### config.mk
export PLATFORM = sky130hd
export DESIGN_NAME = fifo_read
export DESIGN_NICKNAME = d
export VERILOG_FILES = /design/src/rtl/fifo_read.sv
export SDC_FILE = /design/constraint.sdc
export NUM_CORES = 1
export LEC_CHECK = 0
export ABC_AREA = 0
export ABC_CLOCK_PERIOD_IN_PS = 7080
export BUFFER_PORTS_ARGS = -buffer_cell sky130_fd_sc_hd__buf_2
export CORE_MARGIN = 3
export CORE_UTILIZATION = 40
export DETAILED_ROUTE_END_ITERATION = 12
export GPL_TIMING_DRIVEN = 0
export PLACE_DENSITY = 0.65
export SYNTH_ARGS = -nofsm -noshare
export SYNTH_HDL_FRONTEND = slang
export SYNTH_SLANG_ARGS = --single-unit
### constraint.sdc
create_clock -name clk -period 7.08 [get_ports clk]
set_input_delay 1.062 -clock clk [delete_from_list [all_inputs] [get_ports clk]]
set_output_delay 1.062 -clock clk [all_outputs]
set_load 0.02 [all_outputs]
### src/rtl/fifo_read.sv
// rtl/fifo_read.sv - packet consumer that drains and checks one framed packet per fs/fd transaction
//
// Purpose: reads data_len bytes from a standard (non-FWFT) FIFO, checks the
// fixed framing HEAD0 HEAD1 <part hi> <part lo> 04 05 ... and reports the
// captured part field, a sticky error flag and a saturating mismatch count.
//
// Ports:
//   clk, rst      clock and asynchronous active-high reset
//   fifo_empty    FIFO empty flag
//   fifo_rxd      FIFO read data, valid the cycle after fifo_rxen
//   fifo_rxen     FIFO read enable
//   fs            start request, held high for the whole transaction
//   fd            done, high while in LAST
//   data_len      packet length in bytes, sampled in PREP
//   part          part field captured from bytes 2 (hi) and 3 (lo)
//   err           sticky mismatch flag for the current/last packet
//   so            mismatch count, saturating at 8'hFF
module fifo_read #(
  parameter logic [7:0] HEAD0 = 8'h66,
  parameter logic [7:0] HEAD1 = 8'hBB
) (
  input  logic        clk,
  input  logic        rst,
  input  logic        fifo_empty,
  input  logic [7:0]  fifo_rxd,
  output logic        fifo_rxen,
  input  logic        fs,
  output logic        fd,
  input  logic [11:0] data_len,
  output logic [15:0] part,
  output logic        err,
  output logic [7:0]  so
);

  localparam logic [7:0] S_IDLE  = 8'h01;
  localparam logic [7:0] S_PREP  = 8'h02;
  localparam logic [7:0] S_WORK  = 8'h04;
  localparam logic [7:0] S_LAST  = 8'h08;
  localparam logic [7:0] S_CHECK = 8'h20;

  logic [7:0]  state;
  logic [7:0]  state_nxt;
  logic [11:0] len_r;
  logic [11:0] req_num;
  logic [11:0] rx_num;
  logic        rx_vld;
  logic [7:0]  exp_byte;
  logic        byte_bad;
  logic        last_byte;

  // State register
  always_ff @(posedge clk or posedge rst) begin
    if (rst) state <= S_IDLE;
    else     state <= state_nxt;
  end

  // The len_r guard keeps len_r-1 from wrapping to 12'hFFF on an empty packet.
  always_comb begin
    last_byte = rx_vld && (len_r != 12'd0) && (rx_num == len_r - 12'd1);
  end

  // Next-state logic; fs low anywhere before LAST aborts straight to IDLE.
  always_comb begin
    state_nxt = S_IDLE;
    case (state)
      S_IDLE:  state_nxt = fs ? S_PREP : S_IDLE;
      S_PREP:  state_nxt = fs ? S_CHECK : S_IDLE;
      S_CHECK: begin
        if (!fs)                 state_nxt = S_IDLE;
        else if (len_r == 12'd0) state_nxt = S_LAST;
        else                     state_nxt = S_WORK;
      end
      S_WORK: begin
        if (!fs)           state_nxt = S_IDLE;
        else if (last_byte) state_nxt = S_LAST;
        else               state_nxt = S_WORK;
      end
      S_LAST:  state_nxt = fs ? S_LAST : S_IDLE;
      default: state_nxt = S_IDLE;
    endcase
  end

  // Outputs decoded from state; reads are gated by WORK so an abort stops them at once.
  always_comb begin
    fifo_rxen = (state == S_WORK) && !fifo_empty && (req_num < len_r);
    fd        = (state == S_LAST);
  end

  // Expected byte for the current index; indices past 255 wrap on the low byte.
  always_comb begin
    if (rx_num == 12'd0)      exp_byte = HEAD0;
    else if (rx_num == 12'd1) exp_byte = HEAD1;
    else                      exp_byte = rx_num[7:0];
    byte_bad = (fifo_rxd != exp_byte);
  end

  // Datapath. Bytes landing after leaving WORK (abort) are simply ignored.
  always_ff @(posedge clk or posedge rst) begin
    if (rst) begin
      len_r   <= 12'd0;
      req_num <= 12'd0;
      rx_num  <= 12'd0;
      rx_vld  <= 1'b0;
      err     <= 1'b0;
      so      <= 8'd0;
      part    <= 16'd0;
    end else begin
      rx_vld <= fifo_rxen;
      if (state == S_PREP) begin
        len_r   <= data_len;
        req_num <= 12'd0;
        rx_num  <= 12'd0;
        rx_vld  <= 1'b0;
        err     <= 1'b0;
        so      <= 8'd0;
      end else if (state == S_WORK) begin
        if (fifo_rxen) req_num <= req_num + 12'd1;
        if (rx_vld) begin
          rx_num <= rx_num + 12'd1;
          if (rx_num == 12'd2) begin
            part[15:8] <= fifo_rxd;
          end else if (rx_num == 12'd3) begin
            part[7:0] <= fifo_rxd;
          end else if (byte_bad) begin
            err <= 1'b1;
            if (so != 8'hFF) so <= so + 8'd1;
          end
        end
      end
    end
  end

endmodule
==> impl_metrics.tcl, run 1 <==
set metrics [dict create \
    outcome "finished clean" \
    post-place-ws_ns 3.66 \
    syn_area_um2 3920 \
    crit_start "len_r[5]" \
    rows 35 \
    vias_per_cell 5.34 \
    grt_pass1_vias 3235 \
    met1_usage_pct 22.4 \
    fin_area_um2 4590 \
    cts_sinks 67 \
    rsz0062_at_grt "no" \
    cts_buffers 9 \
    endpoint "fifo_rxen" \
    r2r-start "rx_num[0]" \
    synth-main-ff-cell "dfrtp_1" \
    internal_power_uw 766 \
    die_area_um2 11000 \
    fin_tns_setup_ns 0 \
    setup_violations 0 \
    cts_tree "done" \
    met2_usage_pct 28.3 \
    worstPathMaxFanout 10 \
    die_h_um 105 \
    start_util_pct 41.8 \
    timing.fmax_ghz 0.263 \
    hold_buffers 0 \
    die_x_um 105 \
    ios 51 \
    register_area_um2 1680 \
    reg2reg_slack_ns 4.29 \
    nFillCells 907 \
    vias 3240 \
    cap_violations 0 \
    grt_max_degree 39 \
    drtIter0Drc 154 \
    worstHoldStart "state[5]" \
    p_leak_nw 2.18 \
    globalRouteMet3Util_pct 5.19 \
    drive_above_1_share_pct 20.7 \
    cts_resized 0 \
    placed_cell_area_um2 4370 \
    critical_path_class "register to primary output" \
    n_antenna_cell 0 \
    syn_inst 410 \
    wire_per_inst_um 14.9 \
    gr-max-usage-layer "met2" \
    root_buffer "clkbuf_8" \
    final.period_utilization_pct 53.8 \
    layout.cells.most_common_list "dfrtp_1 (66), buf_2 (53), nand2_1 (42)" \
    gp_congestion 0.847 \
    final_common_cell "dfrtp_1" \
    worst_clock_skew_ns 0.0105 \
    p_per_area_nw_per_um2 248 \
    synthArstFlopShare_pct 100 \
    clockBufferDepth 2 \
    synth_warnings 0 \
    drt_wl_total_um 9030 \
    hp-class "register to register" \
    nNetsFinal 516 \
    drt_pass1_iterations 4 \
    coreArea_um2 9370 \
    postSynthAreaPerCell_um2 9.55 \
    cp.required_ns 6.02 \
    multi_input_area_um2 2110 \
    clkSlewWorstSetupHoldPaths_ns 0.07 \
    tightestPinTransition_ns 0.930 \
    post_cts_buffers 0 \
    clock_latency_ns 0.35 \
    irDropWorstVdd_mv 0.146 \
    ys_ff_latch 67 \
    p_sw_uw 371 \
    holdWs_ns 0.478 \
    htreeDepth 3 \
    maxSlewHeadroom_pct 37.9 \
    layout_min_cycle_time_ns 3.81 \
    fin_ws_ns 3.27 \
    r2r_end "so[7]" \
    slew_viol_final 0 \
    grt-ovfl-total 0 \
    syn_nets 453 \
    p_comb_share_pct 26.1 \
    synth_edf_count 0 \
    area_delta_synth_final_pct 17.1 \
    critPathCaptureType "primary output" \
    dpl.hpwl_um 6830 \
    numPortBuffers 50 \
    switching_share_pct 32.6 \
    r2r_cells 10 \
    antenna_left 0 \
    crit_arrival_ns 2.75 \
    p_seq_share_pct 42.8 \
    antenna_found_initial 0 \
    start_kind "register" \
    synth-seq-area-share_pct 42.8 \
    post-route-util_pct 49.0 \
    power_frac_clock_pct 31.2 \
    synth.distinct_cells 52 \
    drc 0 \
    grt_util_all_layers_pct 17.4 \
    grt_pass1_wl_um 15600 \
    hold_violations 0 \
]
-- synth_stat cells, types with 3 or more instances --
library cell | n | share of area, %
o2111ai_1 | 4 | 0.89
and3_1 | 7 | 1.1
nand2b_1 | 5 | 0.80
ha_1 | 19 | 6.1
nand3_1 | 20 | 2.6
mux2i_1 | 10 | 2.6
buf_2 | 3 | 0.38
a21oi_1 | 15 | 1.9
and2_1 | 3 | 0.48
o31ai_1 | 3 | 0.57
nor3_1 | 10 | 1.3
nand2_1 | 42 | 4.0
mux2_2 | 17 | 4.9
o21ai_0 | 20 | 2.6
nand4_1 | 12 | 1.9
nor2b_1 | 6 | 0.96
or3_1 | 4 | 0.64
clkbuf_1 | 8 | 0.77
dfrtp_1 | 66 | 42
nor4_1 | 3 | 0.48
a41oi_1 | 3 | 0.67
nor2_1 | 36 | 3.4
xor2_1 | 12 | 2.7
inv_1 | 23 | 2.2
a21o_1 | 4 | 0.77
xnor2_1 | 20 | 4.5
-- worst max-delay path, stage by stage (launching register included) --
cell and delay, ns:
dfrtp_1 0.40, inv_1 0.11, ha_1 0.32, a21o_1 0.16
a21oi_1 0.15, nor2b_1 0.06, a2111oi_0 0.38, o211a_1 0.26
or2_2 0.15, buf_2 0.22, buf_2 0.20
-- sequential cells by signal, indices dropped and copies added (netlist names) --
| name | cells |
|---|---|
| len_r | 12 |
| rx_num | 12 |
| so | 8 |
| state | 5 |
| rx_vld | 1 |
| part | 16 |
| err | 1 |
| req_num | 12 |
-- through the flow --
step | instances | total power [mW]
final | 607 | 1.14
after global routing | 607 | 1.21
after CTS | 607 | 1.15
after detailed placement | 591 | 0.790
after global placement | 589 | 0.770
after floorplan | 410 | 0.702
-- area by class of cell --
class                      instances  share of cell area [%]
clock inverter                     4                    1.61
inverter                          23                    1.88
buffer                            11                   0.982
tap                              129                    3.52
multi-input combinational        309                    46.0
clock buffer                      12                    3.16
timing repair buffer              52                    6.33
sequential                        67                    36.6
-- how the worst min path moves through the flow --
| stage | depth (start not counted) | slack (ns) | end |
|---|---|---|---|
| global route | 1 | 0.51 | state[1] |
| CTS | 1 | 0.48 | state[1] |
| floorplan | 1 | 0.45 | state[1] |
| finish | 1 | 0.48 | state[1] |
| detailed placement | 1 | 0.47 | state[1] |
| global placement | 1 | 0.46 | state[1] |
-- cells by family after synthesis --
group,Yosys count,synth area share [%]
simple gates,162,21.6
compound gates,69,11.6
flops,67,42.8
buf+inv,34,3.35
xor+xnor,32,7.15
mux,27,7.44
fa+ha+maj,19,6.07
-- metal layers --
metal  vias up  wire [um]
met3        15        456
met2        73       4300
li1       1582          -
met5         -          0
met4         0        133
met1      1570       4140
-- power by group through the flow --
stage / sequential (mW) / combinational, mW / clock, mW
3_5_place_dp: 0.492 / 0.298 / 0
6_report: 0.486 / 0.296 / 0.354
2_1_floorplan: 0.478 / 0.224 / 0
5_1_grt: 0.493 / 0.340 / 0.379
3_3_place_gp: 0.489 / 0.281 / 0
4_1_cts: 0.485 / 0.300 / 0.363
(Power assumes the default switching activity.)
==> inputs of run 2 (changes only) <==
ABC_AREA = 1   (was 0)
ABC_CLOCK_PERIOD_IN_PS = 3400   (was 7080)
PLACE_DENSITY = 0.67   (was 0.65)
clock period = 3.4 ns   (was 7.08 ns; I/O delays follow)
==> impl_metrics.tcl, run 2 <==
set metrics [dict create \
    syn_nets 631 \
    wire_per_inst_um 13.8 \
    ys_ff_latch 67 \
    crit_chain "nor4_4 -> inv_1 -> nor2_1 -> nand3_1 -> inv_1 -> buf_4 -> buf_2" \
    die_x_um 110 \
    area_delta_synth_final_pct 15.9 \
    routed.top_layer "met4" \
    layout.cells.most_common_list "nand2_1 (139), inv_1 (78), dfrtp_1 (66)" \
    final.period_utilization_pct 82.8 \
    synth.distinct_cells 34 \
    vias_per_cell 5.04 \
    endpoint "fifo_rxen" \
    yosysMostFrequentCell "nand2_1" \
    hold_buffers 0 \
    p_per_area_nw_per_um2 572 \
    clock_latency_ns 0.36 \
    grt_util_all_layers_pct 19.3 \
    syn_inst 588 \
    critical_path_class "register to primary output" \
    largest_reg_flops 16 \
    cap_violations 0 \
    setup_violations 0 \
    worstPathMaxFanout 10 \
    nNetsFinal 693 \
    met3RoutedLength_um 528 \
    maxSlewHeadroom_pct 44.4 \
    cp_slowest_cell "nor4_4" \
    cp_slowest_stage_delay_ns 0.61 \
    timing.fmax_ghz 0.355 \
    synth-main-ff-cell "dfrtp_1" \
    layout_min_cycle_time_ns 2.82 \
    antenna_found_initial 0 \
    r2r-start "len_r[7]" \
    worst_clock_skew_ns 0.0102 \
    final_common_cell "nand2_1" \
    synth_warnings 0 \
    drc 0 \
    root_buffer "clkbuf_8" \
    p_leak_nw 2.59 \
    synth-seq-area-share_pct 39.1 \
    start_util_pct 41.4 \
    clkSlewWorstSetupHoldPaths_ns 0.08 \
    irDropWorstVdd_mv 0.236 \
    coreArea_um2 10400 \
    outcome "finished clean" \
    start_kind "register" \
    ys_top_cells_by_count "nand2_1 (139), inv_1 (79), dfrtp_1 (66)" \
    slew_viol_final 0 \
    drtIter0Drc 248 \
    cts_tree "done" \
    drt_wl_total_um 10900 \
    post_cts_buffers 0 \
    synthArstFlopShare_pct 100 \
    rsz0062_at_grt "no" \
    synth_edf_count 0 \
    antenna_left 0 \
    met1_length_um 4810 \
    grt_pass1_vias 3857 \
    gp_congestion 0.903 \
    ios 51 \
    crit_arrival_ns 2.31 \
    syn_area_um2 4290 \
    die_h_um 110 \
    r2r_end "req_num[0]" \
    p_total_mw 2.85 \
    numPortBuffers 50 \
    register_area_um2 1680 \
    synthTopCellsByArea "dfrtp_1 (38%), nand2_1 (12%), inv_1 (6.9%)" \
    hold_violations 0 \
    grt-ovfl-total 0 \
    dpl.hpwl_um 8410 \
    cts_resized 0 \
    drt_pass1_iterations 5 \
    htreeDepth 3 \
    wl_met2_um 5340 \
    tightestPinTransition_ns 0.832 \
    hp-class "input port to asynchronous set/reset pin" \
    nFillCells 1050 \
    rows 37 \
    die_area_um2 12000 \
    cts_sinks 67 \
    vias 3987 \
    grt_pass1_wl_um 18000 \
    crit_start "state[5]" \
    multi_input_area_um2 2220 \
    fin_tns_setup_ns 0 \
    grt_max_degree 39 \
    cts_buffers 9 \
    reg2reg_slack_ns 1.08 \
    drive_above_1_share_pct 15.1 \
    r2r_cells 9 \
    cp.required_ns 2.89 \
    postSynthAreaPerCell_um2 7.30 \
    regMostFlops "part" \
    synth_top_area_cell "dfrtp_1" \
    critPathCaptureType "primary output" \
    n_antenna_cell 0 \
    clockBufferDepth 2 \
    synth_top_area_share_pct 38.5 \
    path_common_cell "inv_1" \
]
==> run 2: cell count changes in the layout (fill, tap and decap cells not counted), moves of 7 or more <==
cell / before / now
nor2_1: 36 / 63
xor2_1: 12 / 19
a21oi_1: 15 / 23
xnor2_1: 20 / 3
o21ai_0: 20 / 43
mux2_2: 17 / 0
mux2i_1: 10 / 0
nand2_1: 42 / 139
nand3_1: 20 / 55
inv_1: 22 / 78
==> run 2: how the worst min path moves through the flow <==
stage	slack, ns	startpoint	depth (start not counted)	end
global route	0.36	fs	2	state[0]
global placement	0.46	part[13]	2	part[13]
finish	0.31	rst	2	rx_num[8]
floorplan	0.50	req_num[11]	2	req_num[11]
detailed placement	0.47	part[4]	2	part[4]
CTS	0.33	rst	2	part[1]
==> run 2: area by class of cell <==
type / instances / area share (%)
buffer: 14 / 1.66
clock buffer: 10 / 2.57
clock inverter: 6 / 2.29
inverter: 82 / 6.19
multi-input combinational: 425 / 44.7
sequential: 67 / 33.7
tap: 136 / 3.42
timing repair buffer: 51 / 5.43
==> run 2: through the flow <==
stage | util, % | std cells | hold slack (ns) | setup WS [ns] | cell area, um^2
after floorplan | - | 588 | 0.504 | 1.21 | 4290
after global placement | 45.4 | 774 | 0.461 | 0.414 | 4710
after detailed placement | 45.6 | 775 | 0.470 | 0.969 | 4730
after CTS | 48.0 | 791 | 0.327 | 0.557 | 4970
after global routing | 48.0 | 791 | 0.358 | 0.426 | 4970
final | 48.0 | 791 | 0.311 | 0.583 | 4970
==> run 2: routing by layer <==
metal	vias up	track usage (%)
li1	2007	-
met1	1860	23.9
met2	102	33.1
met3	18	4.35
met4	0	6.59
met5	-	0
==> run 2: logic make-up after synthesis <==
logic type	Yosys count	synth area share, %
and+or+nand+nor	308	32.7
buffers and inverters	96	9.10
AOI/OAI and AO/OA	76	9.10
DFF	67	39.1
xor gates and xnor gates	22	4.49
adders and majority gates	19	5.54
==> run 2: report_power, final <==
| group | switching [mW] | total, mW | internal, mW |
|---|---|---|---|
| Clock | 0.335 | 0.823 | 0.489 |
| Combinational | 0.657 | 1.02 | 0.368 |
| Sequential | 0.100 | 0.999 | 0.899 |
| Total | 1.09 | 2.85 | 1.76 |
==> run 2: worst max-delay path: cells and delay by family (launching register included) <==
kind,cells,cell delay (ns)
buffers and inverters,4,0.66
flip-flops,1,0.43
AND/OR/NAND/NOR,3,0.85
